<file path="config.mk">
export PLATFORM = sky130hd
export DESIGN_NAME = display_arbiter
export DESIGN_NICKNAME = d
export VERILOG_FILES = /design/src/rtl/display_arbiter.sv
export SDC_FILE = /design/constraint.sdc
export NUM_CORES = 1
export LEC_CHECK = 0
export CAP_MARGIN = 15
export CORE_MARGIN = 2
export CORE_UTILIZATION = 45
export DETAILED_ROUTE_END_ITERATION = 10
export GPL_TIMING_DRIVEN = 0
export PLACE_DENSITY = 0.79
export REMOVE_ABC_BUFFERS = 1
export SKIP_CTS_REPAIR_TIMING = 1
export SLEW_MARGIN = 5
export SYNTH_ARGS = -nofsm -noshare
export SYNTH_HDL_FRONTEND = slang
export SYNTH_SLANG_ARGS = --single-unit
</file>
<file path="constraint.sdc">
create_clock -name clk -period 3.43 [get_ports clk]
set_clock_uncertainty 0.1 [all_clocks]
set_input_delay 0.8575 -clock clk [delete_from_list [all_inputs] [get_ports clk]]
set_output_delay 0.8575 -clock clk [all_outputs]
set_load 0.02 [all_outputs]
</file>
<file path="src/rtl/display_arbiter.sv">
// rtl/display_arbiter.sv - two-source round-robin arbiter for the six-digit display bank
//
// Purpose:
//   Shares the seven-segment display bank between the CPU PIO words (source 0)
//   and a local overlay (source 1). Arbitration is round-robin with a bounded
//   hold time. Every ownership change passes through exactly one gap cycle.
//
// Ports:
//   clk          in   1   system clock
//   reset        in   1   synchronous reset, active-high
//   req          in   2   level-sensitive request per source
//   digits_0     in  24   source 0 digit codes, [23:20]=digit 5 .. [3:0]=digit 0
//   digits_1     in  24   source 1 digit codes, same packing
//   grant        out  2   one-hot owner, 00 = no owner
//   display_data out 24   registered digit codes to the display drivers
//   active       out  1   high while a source owns the display
//   preempted    out  2   one-cycle pulse when that source loses the grant by timeout
module display_arbiter #(
   parameter int unsigned MAX_HOLD   = 50000000,
   parameter logic [23:0] BLANK_WORD = 24'h000000
) (
   input  logic        clk,
   input  logic        reset,
   input  logic [1:0]  req,
   input  logic [23:0] digits_0,
   input  logic [23:0] digits_1,
   output logic [1:0]  grant,
   output logic [23:0] display_data,
   output logic        active,
   output logic [1:0]  preempted
);

   localparam int unsigned HCW = (MAX_HOLD == 0) ? 1 : $clog2(MAX_HOLD + 1);
   // Count value at which a waiting rival forces the owner out.
   localparam logic [HCW-1:0] HOLD_LAST = (MAX_HOLD == 0) ? '0 : HCW'(MAX_HOLD - 1);

   typedef enum logic [1:0] {
      IDLE = 2'd0,
      OWN  = 2'd1,
      GAP  = 2'd2
   } state_t;

   state_t          state_q, state_d;
   logic            owner_q, owner_d;
   logic            last_q, last_d;
   logic [HCW-1:0]  hold_q, hold_d;
   logic [1:0]      grant_q, grant_d;
   logic [23:0]     data_q, data_d;
   logic            active_q, active_d;
   logic [1:0]      pre_q, pre_d;
   logic            rival;

   always_comb begin
      state_d = state_q;
      owner_d = owner_q;
      last_d  = last_q;
      hold_d  = hold_q;
      data_d  = data_q;
      pre_d   = 2'b00;
      rival   = ~owner_q;

      case (state_q)
         IDLE, GAP: begin
            // The gap cycle keeps the previous word so the digits never flash blank.
            if (state_q == IDLE) begin
               data_d = BLANK_WORD;
            end
            state_d = IDLE;
            hold_d  = '0;
            if (req != 2'b00) begin
               state_d = OWN;
               // On a tie the source that did not own last wins.
               owner_d = (req == 2'b11) ? ~last_q : req[1];
            end
         end
         OWN: begin
            data_d = owner_q ? digits_1 : digits_0;
            if (!req[owner_q]) begin
               // Release wins over a simultaneous timeout: no preempted pulse.
               state_d = GAP;
               last_d  = owner_q;
               hold_d  = '0;
            end else if (req[rival]) begin
               if (MAX_HOLD != 0 && hold_q == HOLD_LAST) begin
                  state_d        = GAP;
                  last_d         = owner_q;
                  hold_d         = '0;
                  pre_d[owner_q] = 1'b1;
               end else if (MAX_HOLD != 0) begin
                  hold_d = hold_q + 1'b1;
               end
            end else begin
               hold_d = '0;
            end
         end
         default: begin
            state_d = IDLE;
         end
      endcase

      grant_d  = (state_d == OWN) ? (owner_d ? 2'b10 : 2'b01) : 2'b00;
      active_d = (state_d == OWN);
   end

   always_ff @(posedge clk) begin
      if (reset) begin
         state_q  <= IDLE;
         owner_q  <= 1'b0;
         last_q   <= 1'b1;
         hold_q   <= '0;
         grant_q  <= 2'b00;
         data_q   <= BLANK_WORD;
         active_q <= 1'b0;
         pre_q    <= 2'b00;
      end else begin
         state_q  <= state_d;
         owner_q  <= owner_d;
         last_q   <= last_d;
         hold_q   <= hold_d;
         grant_q  <= grant_d;
         data_q   <= data_d;
         active_q <= active_d;
         pre_q    <= pre_d;
      end
   end

   assign grant        = grant_q;
   assign display_data = data_q;
   assign active       = active_q;
   assign preempted    = pre_q;

endmodule
</file>
==> reports/results.ini, run 1 <==
[yosys]
syn_area_sq_mm = 0.00286
synth_most_common_cell = nor2_1
synth_edf_count = 0
synthCells = 349
synth_area_leaders = dfxtp_1 41%, mux2i_1 12%, nor2_1 8.1%
yosysTopAreaCell = dfxtp_1
yosysSeqAreaShare_pct = 41.3
synth_top_flop_cell = dfxtp_1
synthTopCellsByCount = 62 x nor2_1, 59 x dfxtp_1, 33 x mux2i_1, 30 x a21oi_1, 21 x nand3_1
synth.avg_cell_area_sq_um = 8.19
yosys_warnings = 0
synth_cell_types = 39
netlist.area_leader.share_pct = 41.3
synth-seq-cells = 59
synth-async-reset-ratio_pct = 0

[layout]
syn_to_final_growth_pct = 37.0
fillers = 568
layout.nets = 470
drive_gt1_share_pct = 5.69
fin_util_pct = 62.7
final_cells = 499
antenna_cells = 0

[timing]
max_freq_ghz = 0.356
rsz0062_at_grt = false
hold_viol = 0
min_period_ps = 2810
slew_headroom_pct = 25.1
setup_violations = 0
fin_crit_sh_pct = 81.9
slew_violations = 0
worst_pin_slew_ps = 1120

[run_status]
status = finished, final reports clean

[die]
ios = 81
dieHeight_um = 83.7
core_area_sq_mm = 0.00624
die-area_sq_mm = 0.00700
rows = 29
start_util_pct = 45.8
die_width_um = 83.7

[cts]
cts_sinks = 59
cts_tree = yes
clkTransAtPathRegs_ps = 70
cts-root-buf = clkbuf_8
clk_latency_ps = 340
clockBufferDepth = 2
cts_buffers = 9
h-tree-depth = 3

[setup_path]
cp-start-kind = input pin
cp-end-kind = flip-flop
path_max_fanout = 24
path_class = input pin to flip-flop
r2r_slack_ps = 820
cp.required_ps = 3590
crit_arrival_ps = 2970

[place]
io_buffers = 80
placedCellCount = 482
gp_congestion = 0.803
dp_hpwl_mm = 4.93

[drt]
vias = 2743
ant_nets = 0
post-route-drc-count = 0
vias_per_cell = 5.50
dr.pass1.iters = 4
wl_per_cell_um = 14.5
drtIter0Drc = 81
wirelength_mm = 7.24

[power_and_ir_drop]
peakVddDrop_mv = 0.255
p_clk_share_pct = 43.6
combinationalPowerShare_pct = 12.3
p_switching_mw = 0.385
p_sw_share_pct = 23.3
seqPwrFrac_pct = 44.1
powerDensity_mw_per_mm2 = 422
leakage_nw = 1.38
p_int_mw = 1.27

[grt]
overflow = 0
antenna_found_initial = 0
grt_max_degree = 35
grt_usage_pct = 21.4
grt_pass1_vias = 2622
grt_first_pass_wirelength_mm = 12.1

[job]
drv_cap = 0

[min_path]
hold_path.class = flip-flop to flip-flop

[registers in the layout, summed over array words and instances, names as in the netlist]
| signal | cells |
|---|---|
| hold_q | 26 |
| display_data | 24 |
| grant | 2 |
| preempted | 2 |
| state_q | 2 |
| active | 1 |
| last_q | 1 |
| owner_q | 1 |
[layout by cell type, fill, tap and decap left out, types with 2 or more instances in the layout]
master           count
clkdlybuf4s50_1     80
nor2_1              61
dfxtp_1             58
mux2i_1             33
a21oi_1             30
nand3_1             21
nand2_1             20
nand4_1             12
a31oi_1             11
clkbuf_8            11
or3_1               10
and3_1               7
o21ai_0              7
and4_1               6
inv_1                6
nor2b_1              4
xor2_1               4
xnor2_1              3
and2_1               3
o31a_1               3
nand2b_1             2
nor4_1               2
nor4_2               2
a32oi_1              2
o2111ai_1            2
bufinv_16            2
[worst max-delay path, cell delays in order]
cell and delay, ps:
clkdlybuf4s50_1 640, nand4b_1 230, nor2_2 750, a21oi_1 320
nor2_1 180
[power groups by stage]
stage	clock [mW]	sequential [mW]	combinational (mW)
global route	0.772	0.733	0.221
detailed placement	0	0.745	0.202
global placement	0	0.744	0.199
finish	0.720	0.730	0.203
CTS	0.730	0.730	0.203
floorplan	0	0.759	0.0701
[logic make-up (layout without fill, tap and decap cells)]
group           count (synthesis)  after routing  synth area share (%)
xor+xnor                        7              7                  2.15
compound gates                 60             60                  12.4
simple gates                  157            157                  27.4
mux                            33             33                  11.6
fa+ha+maj                       1              1                 0.438
flops                          59             59                  41.3
buf+inv                        32            105                  4.73
[layout make-up]
class | instances | area [sq um] | area share, %
multi-input combinational | 258 | 1550 | 39.6
sequential | 59 | 1180 | 30.2
timing repair buffer | 83 | 835 | 21.3
clock buffer | 12 | 155 | 3.96
tap | 77 | 96.3 | 2.46
clock inverter | 4 | 72.6 | 1.85
inverter | 6 | 22.5 | 0.575
[worst paths after layout]
path,startpoint,endpoint,cells after the start
max reg2reg,state_q[1],last_q,4
max,req[1],hold_q[6],5
min,hold_q[23],hold_q[23],1
min reg2reg,hold_q[23],hold_q[23],1
[through the flow]
stage | setup TNS, ps | area [sq um] | worst slack [ps] | total power [mW] | hold slack [ps]
2_1_floorplan | 0 | 2750 | 1100 | 0.829 | 332
3_3_place_gp | -11690 | 3640 | -657 | 0.943 | 341
3_5_place_dp | -1400 | 3670 | -172 | 0.947 | 346
4_1_cts | 0 | 3900 | 173 | 1.66 | 356
5_1_grt | 0 | 3910 | 434 | 1.73 | 379
6_report | 0 | 3910 | 620 | 1.65 | 352
[metal layers]
layer	GRT usage, %	share of wire (%)
met5	0	0
met2	35.8	49
met4	7.04	1.4
met3	9.59	9.2
met1	24.4	41
(Power assumes the default switching activity.)
==> run 2: changes to the inputs <==
- clock period: 3.43 -> 2.76 ns (I/O delays scaled with it)
==> reports/results.ini, run 2 (same netlist as run 1, synthesis figures left out) <==
[cts]
clk_latency_ps = 340  ; about the same
clockBufferDepth = 2  ; unchanged
cts_sinks = 59  ; unchanged
clkTransAtPathRegs_ps = 70  ; about the same
cts_buffers = 9  ; unchanged
h-tree-depth = 3  ; unchanged
cts_tree = yes
cts-root-buf = clkbuf_8

[die]
rows = 29  ; unchanged
ios = 81  ; unchanged
die-area_sq_mm = 0.00700  ; unchanged
start_util_pct = 45.8  ; unchanged
dieHeight_um = 83.7  ; unchanged
die_width_um = 83.7  ; unchanged
core_area_sq_mm = 0.00624  ; unchanged

[setup_path]
cp-end-kind = flip-flop
cp.required_ps = 2940  ; -650 ps
path_class = input pin to flip-flop
cp_cell_sequence = clkdlybuf4s50_1 > nand4b_1 > nand2b_1 > or4_1 > nand3_1
cp-start-kind = input pin
cpPeakStageDelay_ps = 630  ; -120 ps
path_max_fanout = 14  ; -42%
r2r_slack_ps = 360  ; -460 ps
crit_arrival_ps = 2660  ; -310 ps
cp_slowest_cell = clkdlybuf4s50_1

[layout]
largest_reg_flops = 26  ; unchanged
regMostFlops = hold_q
fillers = 568  ; unchanged
final_cell_mix = 80 x clkdlybuf4s50_1, 61 x nor2_1, 57 x dfxtp_1
syn_to_final_growth_pct = 37.2
post-route-cell-area_sq_mm = 0.00392  ; +0.16%
final_common_cell = clkdlybuf4s50_1
drive_gt1_share_pct = 5.92  ; +0.24 points
layout.nets = 470  ; unchanged
antenna_cells = 0  ; unchanged

[timing]
fin_crit_sh_pct = 89.9
min_period_ps = 2480
worst_pin_slew_ps = 1030  ; -89.9 ps
max_freq_ghz = 0.403
slew_violations = 0  ; unchanged
holdWs_ps = 352  ; +0.0690 ps
rsz0062_at_grt = false
hold_viol = 0  ; unchanged
slew_headroom_pct = 31.2  ; +6.1 points
setup_violations = 0  ; unchanged

[place]
gp_congestion = 0.803  ; unchanged
place_area_sq_mm = 0.00367  ; unchanged
dp_hpwl_mm = 4.93  ; unchanged
io_buffers = 80  ; unchanged

[grt]
grt_first_pass_wirelength_mm = 12.1  ; unchanged
antenna_found_initial = 0  ; unchanged
grt_pass1_vias = 2622  ; unchanged
grt_max_degree = 35  ; unchanged
grt_usage_pct = 21.4  ; unchanged
overflow = 0  ; unchanged

[power_and_ir_drop]
p_clk_share_pct = 43.5  ; about the same
p_int_mw = 1.58  ; +24%
leakage_nw = 1.38  ; about the same
seqPwrFrac_pct = 44.2  ; about the same
p_switching_mw = 0.477  ; +24%
p_sw_share_pct = 23.2  ; -0.069 points
combinationalPowerShare_pct = 12.3  ; about the same
powerDensity_mw_per_mm2 = 524  ; +24%
peakVddDrop_mv = 0.316  ; +24%

[run_status]
status = finished, final reports clean

[drt]
ant_nets = 0  ; unchanged
dr.pass1.iters = 4  ; unchanged
vias_per_cell = 5.53  ; +0.62%
wirelength_mm = 7.18  ; -0.79%
wl_per_cell_um = 14.4  ; -0.79%
drtIter0Drc = 129  ; +59%
vias = 2760  ; +0.62%
post-route-drc-count = 0  ; unchanged

[min_path]
hold_path.class = flip-flop to flip-flop

[job]
drv_cap = 0  ; unchanged

-- run 2: cell counts in the layout (fill, tap and decap cells not counted) --
Identical to the previous run, type by type.
-- run 2: critical path, delay by kind of cell --
family | cells | cell delay, ps
buffers and inverters | 1 | 630
and+or+nand+nor | 4 | 1350
-- run 2: routing by layer --
layer	GRT usage [%]	part of all wire [%]	vias to the layer above
li1	-	-	1383
met1	24.4	41	1267
met2	35.8	48	99
met3	9.59	9.5	11
met4	7.04	1.4	0
met5	0	0	-
-- run 2: final timing paths --
check | end | startpoint | cells after the start
setup / recovery | hold_q[19] | req[1] | 5
hold / removal | hold_q[23] | hold_q[23] | 1
setup reg to reg | state_q[1] | hold_q[0] | 7
hold reg to reg | hold_q[23] | hold_q[23] | 1
-- run 2: power groups by stage --
stage,clock [mW],sequential (mW),combinational [mW]
global placement,0,0.924,0.247
finish,0.894,0.907,0.252
floorplan,0,0.943,0.0871
global route,0.959,0.911,0.276
CTS,0.907,0.907,0.253
detailed placement,0,0.926,0.251
-- run 2: through the flow --
step / power, mW / utilization, % / std cells / setup WS, ps / TNS (ps)
5_1_grt: 2.15 / 62.8 / 499 / 151 / 0
6_report: 2.05 / 62.8 / 499 / 278 / 0
3_3_place_gp: 1.17 / 58.4 / 480 / -1160 / -25710
3_5_place_dp: 1.18 / 58.8 / 482 / -674 / -13970
4_1_cts: 2.07 / 62.5 / 498 / -330 / -5010
2_1_floorplan: 1.03 / - / 323 / 513 / 0
-- run 2: layout make-up --
class | instances | area [sq um] | area share, %
well taps | 77 | 96.3 | 2.46
clock buffers | 12 | 155 | 3.96
inverters | 6 | 22.5 | 0.575
clock inverters | 4 | 72.6 | 1.85
flip-flops and latches | 59 | 1180 | 30.2
multi-input cells | 258 | 1560 | 39.7
repair buffers | 83 | 835 | 21.3
==> run 3: changes to the inputs <==
- CORE_UTILIZATION: 45 -> 25
- PLACE_DENSITY: 0.79 -> 0.5
==> reports/results.ini, run 3 (same netlist as run 1, synthesis figures left out) <==
[run_status]
status = finished, final reports clean

[layout]
regMostFlops = hold_q
syn_to_final_growth_pct = 42.9
drive_gt1_share_pct = 5.91  ; -0.014 points
largest_reg_flops = 26  ; unchanged
layout.nets = 472  ; +0.43%
fillers = 1139  ; +100%
fin_util_pct = 36.2  ; -27 points
final_common_cell = clkdlybuf4s50_1
antenna_cells = 0  ; unchanged
post-route-cell-area_sq_mm = 0.00408  ; +4.1%
final_cell_mix = 79 x clkdlybuf4s50_1, 60 x nor2_1, 58 x dfxtp_1

[setup_path]
crit_arrival_ps = 2670  ; about the same
cp-start-kind = input pin
cp-end-kind = flip-flop
cp_top_family = simple AND/OR/NAND/NOR gates
cpPeakStageDelay_ps = 640  ; about the same
path_class = input pin to flip-flop
r2r-start = hold_q[0]
setup.worst_path.start = req[1]
cp_cell_sequence = clkdlybuf4s50_1 > nand4b_1 > nand2b_1 > or4_1 > nand3_1
path_max_fanout = 14  ; unchanged
crit_buf_inv = 1  ; unchanged
cp_slowest_cell = clkdlybuf4s50_1
cp.required_ps = 2920  ; -20 ps

[grt]
grt_max_degree = 35  ; unchanged
grt_util_met2_pct = 19.9  ; -16 points
grt_first_pass_wirelength_mm = 12.5  ; +2.7%
gr-usage-met1_pct = 14.4  ; -10 points
overflow = 0  ; unchanged
use_met3_pct = 5.58  ; -4.0 points
grt_usage_pct = 12.4  ; -9.0 points
grt_pass1_vias = 2661  ; +1.5%
antenna_found_initial = 0  ; unchanged
grt.busiest_layer = met2

[timing]
rsz0062_at_grt = false
fin_crit_sh_pct = 90.9  ; +1.0 points
setup_violations = 0  ; unchanged
slew_headroom_pct = 29.6  ; -1.6 points
worst_pin_slew_ps = 1060  ; +23.3 ps
hold_viol = 0  ; unchanged
min_period_ps = 2510  ; +28.0 ps
slew_violations = 0  ; unchanged
finalSetupTns_ps = 0  ; unchanged
max_freq_ghz = 0.398  ; -1.1%

[drt]
ant_nets = 0  ; unchanged
drtIter0Drc = 73  ; -43%
vias_per_cell = 4.83  ; -13%
post-route-drc-count = 0  ; unchanged
wl_per_cell_um = 13.3  ; -7.3%
vias = 2735  ; -0.91%
wirelength_mm = 7.55  ; +5.2%
dr.pass1.iters = 4  ; unchanged

[die]
die-area_sq_mm = 0.0123  ; +76%
dieHeight_um = 111  ; +33%
core_area_sq_mm = 0.0113  ; +81%
ios = 81  ; unchanged
rows = 39  ; +34%
die_width_um = 111  ; +33%
start_util_pct = 25.4  ; -20 points

[place]
place_area_sq_mm = 0.00378  ; +3.0%
dp_hpwl_mm = 5.19  ; +5.3%
io_buffers = 80  ; unchanged
gp_congestion = 0.689  ; -14%

[power_and_ir_drop]
peakVddDrop_mv = 0.275  ; -13%
total_power_mw = 2.15  ; +4.7%
powerDensity_mw_per_mm2 = 527  ; +0.52%
leakage_nw = 1.43  ; +3.3%

[cts]
clk_latency_ps = 320  ; -20 ps
cts_sinks = 59  ; unchanged
clkTransAtPathRegs_ps = 50  ; -20 ps
cts_tree = yes
cts_buffers = 9  ; unchanged
cts-root-buf = clkbuf_16
clockBufferDepth = 2  ; unchanged
h-tree-depth = 3  ; unchanged

[min_path]
hold_start = hold_q[23]
hold_path.class = flip-flop to flip-flop

[job]
drv_cap = 0  ; unchanged

run 3: changes by cell type in the layout (fill, tap and decap cells not counted), sizes merged:
cell and delta:
bufinv -2, clkinvlp -1, clkdlybuf4s50 -1, dlymetal6s2s +1, buf +2, clkinv +2
run 3: per-stage QoR:
step	hold slack (ps)	setup WS (ps)	std cells
global placement	349	-1370	546
global route	380	144	566
floorplan	332	513	323
CTS	365	-181	565
finish	361	250	566
detailed placement	358	-424	550
run 3: layout make-up:
class / count / area (sq um) / share of cell area [%]
clock buffers: 12 / 246 / 6.04
multi-input cells: 258 / 1560 / 38.2
clock inverters: 3 / 15.0 / 0.368
repair buffers: 85 / 876 / 21.5
flip-flops and latches: 59 / 1180 / 29.0
well taps: 143 / 179 / 4.38
inverters: 6 / 22.5 / 0.552
run 3: report_power, final:
| part | switching, mW | total, mW | internal [mW] |
|---|---|---|---|
| combinational | 0.111 | 0.259 | 0.148 |
| clock | 0.365 | 0.986 | 0.621 |
| sequential | 0.0273 | 0.905 | 0.877 |
run 3: final timing paths:
kind	end	cells after the start	slack [ps]
worst max-delay path	hold_q[19]	5	250
worst min-delay path	hold_q[23]	1	360
worst max register to register	hold_q[7]	6	300
worst min register to register	hold_q[23]	1	360
run 3: layer usage:
layer  vias to the layer above  wire length, um
li1                       1378                -
met1                      1254             3300
met2                        92             3380
met3                        11              749
met4                         0              125
met5                         -                0
